**config.mk**
```make
export PLATFORM = sky130hd
export DESIGN_NAME = pipe_hazard_ctrl
export DESIGN_NICKNAME = d
export VERILOG_FILES = /design/src/rtl/pipe_hazard_ctrl.sv
export SDC_FILE = /design/constraint.sdc
export NUM_CORES = 1
export LEC_CHECK = 0
export ABC_CLOCK_PERIOD_IN_PS = 2810
export BUFFER_PORTS_ARGS = -buffer_cell sky130_fd_sc_hd__buf_2
export CAP_MARGIN = 10
export CORE_ASPECT_RATIO = 1.1
export CORE_MARGIN = 8
export CORE_UTILIZATION = 54
export CTS_BUF_LIST = sky130_fd_sc_hd__clkbuf_4
export DETAILED_ROUTE_END_ITERATION = 10
export GPL_TIMING_DRIVEN = 0
export PLACE_DENSITY = 0.82
export SLEW_MARGIN = 10
export SYNTH_ARGS = -nofsm -noshare
export SYNTH_HDL_FRONTEND = slang
export SYNTH_SLANG_ARGS = --single-unit
export TNS_END_PERCENT = 5
```
**constraint.sdc**
```tcl
create_clock -name clk -period 2.81 [get_ports clk]
set_clock_uncertainty 0.2 [all_clocks]
set_input_delay 0.1405 -clock clk [delete_from_list [all_inputs] [get_ports clk]]
set_output_delay 0.1405 -clock clk [all_outputs]
set_load 0.03 [all_outputs]
```
**src/rtl/pipe_hazard_ctrl.sv**
```systemverilog
// Pipeline sequencing controller for the 5-stage core.
// Drives the per-stage write/bubble and hold enables, PC write and PC source.
// Resolves memory wait states, taken-branch flushes and load-use hazards.
// Also runs a fixed-length pipeline clear after reset.
//
// Handshake: the data memory is modelled as a level handshake.
// While exmem_mem_access=1 and mem_ready=0, the access is outstanding and the
// pipeline is frozen.
// The access completes on the rising edge where mem_ready=1 is sampled.
// Outside an access, mem_ready has no effect.
module pipe_hazard_ctrl #(
  parameter int unsigned INIT_CYCLES = 4,
  parameter int unsigned TIMEOUT     = 255
) (
  input  logic        clk,
  input  logic        rst_n,
  input  logic        idex_mem_read,
  input  logic [4:0]  idex_rt,
  input  logic [4:0]  ifid_rs,
  input  logic [4:0]  ifid_rt,
  input  logic        exmem_branch,
  input  logic        exmem_zero,
  input  logic        exmem_mem_access,
  input  logic        mem_ready,
  output logic        pc_write,
  output logic        pc_src,
  output logic        pwrite1,
  output logic        pwrite2,
  output logic        pwrite3,
  output logic        pwrite4,
  output logic        hold1,
  output logic        hold2,
  output logic        hold3,
  output logic        hold4,
  output logic        mem_timeout,
  output logic [15:0] stall_count,
  output logic [1:0]  dbg_state
);

  typedef enum logic [1:0] {
    S_INIT     = 2'd0,
    S_RUN      = 2'd1,
    S_MEM_WAIT = 2'd2
  } state_t;

  localparam int unsigned IW = (INIT_CYCLES < 2) ? 1 : $clog2(INIT_CYCLES);
  localparam int unsigned TW = (TIMEOUT < 2) ? 1 : $clog2(TIMEOUT + 1);
  localparam logic [IW-1:0] INIT_LAST  = IW'((INIT_CYCLES == 0) ? 0 : INIT_CYCLES - 1);
  localparam logic [TW-1:0] TIMEOUT_V  = TW'(TIMEOUT);
  localparam logic [TW-1:0] TIMEOUT_M1 = TW'((TIMEOUT == 0) ? 0 : TIMEOUT - 1);

  state_t        state, state_nxt;
  logic [IW-1:0] init_cnt;
  logic [TW-1:0] wait_cnt;
  logic [4:1]    pw, hd;
  logic          mem_stall, taken_branch, load_use;
  logic          eval_run, eval_mem_stall, wait_tick, stall_inc;

  assign mem_stall    = exmem_mem_access & ~mem_ready;
  assign taken_branch = exmem_branch & exmem_zero;
  assign load_use     = idex_mem_read && (idex_rt != 5'd0) &&
                        ((idex_rt == ifid_rs) || (idex_rt == ifid_rt));

  assign {pwrite4, pwrite3, pwrite2, pwrite1} = pw;
  assign {hold4, hold3, hold2, hold1}         = hd;
  assign dbg_state = state;

  // Next-state selection and stage-enable decode with fixed hazard priority.
  always_comb begin
    state_nxt      = state;
    eval_run       = 1'b0;
    eval_mem_stall = 1'b0;
    wait_tick      = 1'b0;
    stall_inc      = 1'b0;
    pc_write       = 1'b0;
    pc_src         = 1'b0;
    pw             = 4'b0000;
    hd             = 4'b0000;

    case (state)
      S_INIT: begin
        if ((INIT_CYCLES == 0) || (init_cnt == INIT_LAST)) state_nxt = S_RUN;
      end
      S_RUN: begin
        eval_run = 1'b1;
        if (mem_stall) begin
          eval_mem_stall = 1'b1;
          state_nxt      = S_MEM_WAIT;
        end
      end
      S_MEM_WAIT: begin
        if (!mem_ready) begin
          eval_mem_stall = 1'b1;
          wait_tick      = 1'b1;
        end else begin
          // The access completes here, so the memory term is dropped.
          eval_run  = 1'b1;
          state_nxt = S_RUN;
        end
      end
      default: state_nxt = S_INIT;
    endcase

    if (eval_mem_stall) begin
      // Freeze the front of the pipe and bubble MEM/WB.
      pc_write  = 1'b0;
      pw        = 4'b0111;
      hd        = 4'b0111;
      stall_inc = 1'b1;
    end else if (eval_run) begin
      pc_write = 1'b1;
      pw       = 4'b1111;
      if (taken_branch) begin
        // Redirect the PC and squash the three younger instructions.
        pc_src = 1'b1;
        pw     = 4'b1000;
      end else if (load_use) begin
        // Hold IF/ID and PC and insert a single bubble into ID/EX.
        pc_write  = 1'b0;
        hd        = 4'b0001;
        pw        = 4'b1101;
        stall_inc = 1'b1;
      end
    end
  end

  // State register.
  always_ff @(posedge clk) begin
    if (!rst_n) state <= S_INIT;
    else        state <= state_nxt;
  end

  // Post-reset clear counter, counting cycles spent in INIT.
  always_ff @(posedge clk) begin
    if (!rst_n)                                         init_cnt <= '0;
    else if ((state == S_INIT) && (state_nxt == S_INIT)) init_cnt <= init_cnt + 1'b1;
    else                                                init_cnt <= '0;
  end

  // Wait-state counter: counts outstanding MEM_WAIT cycles and saturates at TIMEOUT.
  always_ff @(posedge clk) begin
    if (!rst_n)                                  wait_cnt <= '0;
    else if (!wait_tick)                         wait_cnt <= '0;
    else if (wait_cnt != TIMEOUT_V)              wait_cnt <= wait_cnt + 1'b1;
  end

  // Sticky timeout flag, raised on the wait cycle that brings the counter to TIMEOUT.
  always_ff @(posedge clk) begin
    if (!rst_n)                                  mem_timeout <= 1'b0;
    else if (wait_tick && (wait_cnt >= TIMEOUT_M1)) mem_timeout <= 1'b1;
  end

  // Saturating stall-cycle counter.
  always_ff @(posedge clk) begin
    if (!rst_n)                                     stall_count <= 16'd0;
    else if (stall_inc && (stall_count != 16'hFFFF)) stall_count <= stall_count + 16'd1;
  end

endmodule

```
Word level (Yosys, flattened, before mapping)
Index checks and enable logic that the tools add are counted.
- register bits: 29
- input bits: 22
- output and inout bits: 29
- word-level logic and storage cells: 59
- $add $sub $neg: 3
- order comparisons: 1
- equal/unequal tests: 7
- muxes and demuxes: 29
- bitwise logic cells: 3
- reduce and logical (&&, ||, !) cells: 11
- operators by type and width (cell ; number):
    2-to-1 mux 1 bit ; 18
    adder 16 x 1 -> 16 bit, second input constant ; 1
    inequality test 16 bit, second input constant ; 1
    equality test 5 bit ; 2
    adder 8 x 1 -> 8 bit, second input constant ; 1
    greater-or-equal comparator 8 bit, second input constant ; 1
    2-to-1 mux 2 bit ; 4
    2-to-1 mux 4 bit ; 2
    inequality test 8 bit, second input constant ; 1
    2-to-1 mux 3 bit ; 2
    case mux 2 bit (3 select lines) ; 1
    logical AND 1 bit ; 5
    nonzero test 5 bit ; 1
    equality test 2 bit, second input constant ; 2
    logical NOT 2 bit ; 2
    case mux 1 bit (2 select lines) ; 2
    AND reduction 2 bit ; 2
    adder 2 x 1 -> 2 bit, second input constant ; 1
    AND 1 bit ; 2
    equality test 2 x 1 -> 1 bit, second input constant ; 1
    logical OR 1 bit ; 1
    NOT 1 bit ; 1

Logic depth before layout (Yosys ltp)
- word-level depth: 8
- depth in mapped cells: 10
- mapped depth without buffers: 8

Least setup slack after synthesis
Ideal clock, no wire load.
- kind: reg-to-reg
- start: register state[0] (netlist: dbg_state[0])
- end: register stall_count[11]
- library setup time: 0.070 ns
- arrival: 2.410 ns
- data required time: 2.540 ns
- path slack: 0.130 ns
- stages on the path, launching flop included: 10
- buffers on the path: 1
- period minus slack after synthesis: 2.680 ns
- cells stage by stage: dfxtp_1 > inv_1 > ha_1 > a21boi_0 > a2bb2oi_1 > inv_1 > a31oi_2 > buf_6 > or4_1 > a21oi_1
- longest elaborated chain between the ends: 5
- elaborated cells on any way between the ends: 7
- those cells by class: eq/ne (2); mux (4); reduce/logical (1)
- RTL lines (what ; line ; source):
    start: declaration ; 52 ; state_t state, state_nxt;
    start signal: assignment ; 130 ; else state <= state_nxt;
    equality test 2 bit or equality test 2 x 1 -> 1 bit (tied branches) ; 80 ; case (state)
    case mux 1 bit (2 select lines) ; 80 ;
    2-to-1 mux 1 bit ; 110 ; end else if (eval_run) begin
    2-to-1 mux 1 bit (*) ; 104 ; if (eval_mem_stall) begin
    logical AND 1 bit (*) ; 156 ; else if (stall_inc && (stall_count != 16'hFFFF)) stall_count <= stall_count + 16'd1;
    end signal: assignment ; 156 ;
    end: declaration ; 36 ; output logic [15:0] stall_count,
Every way passes the cells marked *; elsewhere a longest branch is shown, timed or not.
A chain may end at the register's enable or synchronous reset.

Worst setup path in the final report
- start: register state[1] (netlist: dbg_state[1])
- end: output hold1
- longest elaborated chain between the ends: 4
- elaborated cells on any way between the ends: 6
- those cells by class: eq/ne (2); mux (4)
- RTL lines (what ; line ; source):
    equality test 2 bit or equality test 2 x 1 -> 1 bit (tied branches) ; 80 ;
    case mux 1 bit (2 select lines) ; 80 ;
    2-to-1 mux 1 bit ; 110 ;
    2-to-1 mux 3 bit (*) ; 104 ;
    end: declaration ; 31 ; output logic hold1,
Marks and branches as above.

==> impl_metrics.toml <==
[run_status]
outcome = "complete, no violations"

[synth]
ys_ff_latch = 29
synth.distinct_cells = 59
yosysSeqAreaShare_pct = 32.5
synth_area_leader_cell = "dfxtp_1"
syn_inst = 205
synth_edf_count = 0
synth_flop_cell = "dfxtp_1"
netlist_area_um2 = 1790
syn_nets = 235
yosysWarnings = 0
synth_top_area_share_pct = 32.5
synthTopCellsByArea = "dfxtp_1 32%, xnor2_1 6.4%, ha_1 5.6%, a21oi_1 4.2%, o31ai_1 3.8%"
avgSynthCellArea_um2 = 8.72
synthArstFlopShare_pct = 0

[clock_tree]
insertion_delay_ns = 0.34
cts_buffers = 5
h-tree-depth = 2
clock_tree.buffer_depth = 2
cts-root-buf = "clkbuf_4"
cts.sinks = 29
cts_tree = "done"
clk_pin_slew_ns = 0.09

[die]
initial_core_util_pct = 55.0
row_count = 22
io_pins = 51
die_w_um = 70.9
die_h_um = 76.4
dieArea_um2 = 5410
core-area_um2 = 3250

[detailed_routing]
ant_nets = 0
drt_wl_total_um = 4050
drt-initial-drc-count = 76
drtPass1Iterations = 4
vias_per_cell = 5.52
drc = 0
wl_per_cell_um = 13.6
vias = 1644

[worst_setup_path]
r2r-start = "dbg_state[1]"
rr_worst_depth = 9
crit_family = "buffers and inverters"
r2r_slack_ns = 0.35
criticalPathCategory = "reg -> out"
worst_path_max_delay_cell = "dfxtp_1"
path_buf_inv = 6
cp-end-kind = "output pin"
path_cells = "inv_1 -> ha_1 -> a21oi_2 -> a2bb2oi_2 -> inv_1 -> a31oi_2 -> buf_6 -> buf_12 -> inv_1 -> buf_2"
start_kind = "flop"
slowest_delay_ns = 0.41
worstPathArrival_ns = 2.25
rr_endpoint = "stall_count[11]"
worstPathRequired_ns = 2.47
cpMostUsedCell = "inv_1"
cp_max_fo = 10

[cells_and_area]
multi_input_area_um2 = 1100
num-nets-final = 291
drive_above_1_share_pct = 29.8
fin_cells = 298
syn_to_final_growth_pct = 20.2
n_fill_cell = 295
n_antenna_cell = 0
regArea_um2 = 582

[grt]
overflow = 0
track_usage_pct = 16.0
grt_pass1_wl_um = 7110
grt_max_degree = 11
antenna_found_initial = 0
grt_pass1_vias = 1627

[place]
hpwl_um = 3090
gp_congestion = 0.821
placedCellCount = 289
io_buffers = 48
post-place-ws_ns = 0.344

[min_path]
hold_end = "dbg_state[1]"
hold_path.class = "in -> reg"
whs_path_depth = 4
min_from = "exmem_mem_access"

[power_and_ir_drop]
p_switching_uw = 242
pwr-share-comb_pct = 18.2
power.density_nw_per_um2 = 393
p_seq_share_pct = 51.8
p_int_uw = 603
ir_worst_vdd_v = 0.000265
swShare_pct = 28.7
leakagePower_uw = 0.000952
p_clk_share_pct = 30.0

[sta]
setup_ws_ns = 0.217
post-route-period-util_pct = 92.3
finalCriticalPeriod_ns = 2.59
rsz0062_at_grt = "false"
max_freq_mhz = 386
setup_viol = 0
setup_tns_ns = 0
hold_viol = 0
slew_violations = 0

[job]
drv_cap = 0
==> placed cells by master (no fill, tap or decap), types with 3 or more instances in the layout <==
cell type,count
buf_2,48
nor2_1,11
ha_1,8
and2_1,3
buf_4,3
nand2b_1,8
dfxtp_1,28
or4_1,6
nand2_1,14
nor2b_1,3
and3_1,4
a21oi_1,14
mux2i_1,3
clkbuf_4,6
o31ai_1,9
o211ai_1,4
nand3_1,11
xnor2_1,13
o21ai_0,4
inv_1,10
==> cells by family (layout without fill, tap and decap cells) <==
group,count (synthesis),in the layout,share of synthesized area [%]
simple gates,79,79,26.3
compound gates,51,51,20.0
flops,29,29,32.5
buf+inv,19,76,6.37
xor+xnor,15,15,7.35
fa+ha+maj,8,8,5.60
mux,3,3,1.68
other cells,1,1,0.210
==> worst max path at each step <==
| stage | startpoint | to | slack (ns) | cells after the start |
|---|---|---|---|---|
| final | dbg_state[1] | hold1 | 0.22 | 10 |
| after floorplan | dbg_state[0] | stall_count[11] | 0.13 | 9 |
| after global placement | dbg_state[0] | stall_count[15] | 0.36 | 9 |
| after global routing | dbg_state[1] | hold1 | 0.03 | 10 |
| after detailed placement | dbg_state[0] | stall_count[15] | 0.34 | 9 |
| after CTS | dbg_state[0] | hold1 | 0.02 | 10 |
==> cell type report <==
cell class | count | share of cell area, %
buffer | 8 | 3.38
clock buffer | 6 | 2.10
clock inverter | 2 | 0.466
inverter | 11 | 1.92
multi-input combinational | 157 | 51.3
sequential | 29 | 27.1
tap | 36 | 2.10
timing repair buffer | 49 | 11.6
==> state kept, by name, summed over array words and instances (netlist names) <==
name         count
init_cnt         2
mem_timeout      1
dbg_state        2
wait_cnt         8
stall_count     16
==> tightest hold or removal path, cell delays in order <==
cell and delay [ns]:
buf_2 0.12, nand3b_1 0.08, a21oi_1 0.07, and2_1 0.15
==> repair_timing <==
| item | in CTS | in global routing |
|---|---|---|
| buffers inserted | 0 | 0 |
| hold buffers | 1 | 0 |
| setup endpoints to repair | 0 | 1 |
| gates resized for setup | 0 | 3 |
| endpoints found under the hold margin | 5 | 0 |
==> per-layer routing <==
layer | up-vias | routed length [µm] | global-route usage (%)
met1 | 755 | 1700 | 16.6
met3 | 5 | 208 | 5.92
met2 | 29 | 2080 | 27.9
met4 | 0 | 66 | 7.08
li1 | 855 | - | -
met5 | - | 0 | 0
==> synth_stat cells (2+ instances only) <==
cell type / n
xnor2_1: 13
nor2_1: 11
inv_1: 10
o21ai_0: 4
nand3_1: 11
ha_1: 8
dfxtp_1: 29
o211ai_1: 4
nand2b_1: 8
and3_1: 4
and2_1: 3
buf_6: 2
mux2i_1: 3
xor2_1: 2
nand2_1: 14
o21ai_2: 2
nor4b_1: 2
a21oi_1: 15
buf_4: 3
o31ai_1: 9
clkbuf_1: 2
or4_1: 6
nor2b_1: 3
o21ai_1: 2
==> power by group through the flow <==
stage | sequential [µW] | clock [µW] | combinational [µW]
floorplan | 452 | 0 | 97.8
global placement | 447 | 0 | 145
detailed placement | 447 | 0 | 148
CTS | 438 | 266 | 150
global route | 441 | 289 | 173
finish | 438 | 254 | 154
==> through the flow <==
stage | instance area [µm²] | util [%] | total power, µW | hold WS, ns
after floorplan | 1790 | - | 550 | 0.198
after global placement | 2070 | 63.8 | 592 | 0.216
after detailed placement | 2070 | 63.8 | 595 | 0.226
after CTS | 2140 | 65.8 | 854 | 0.0338
after global routing | 2150 | 66.2 | 903 | 0.0526
final | 2150 | 66.2 | 845 | 0.0588
No activity file was read; power rests on OpenSTA's default activity.
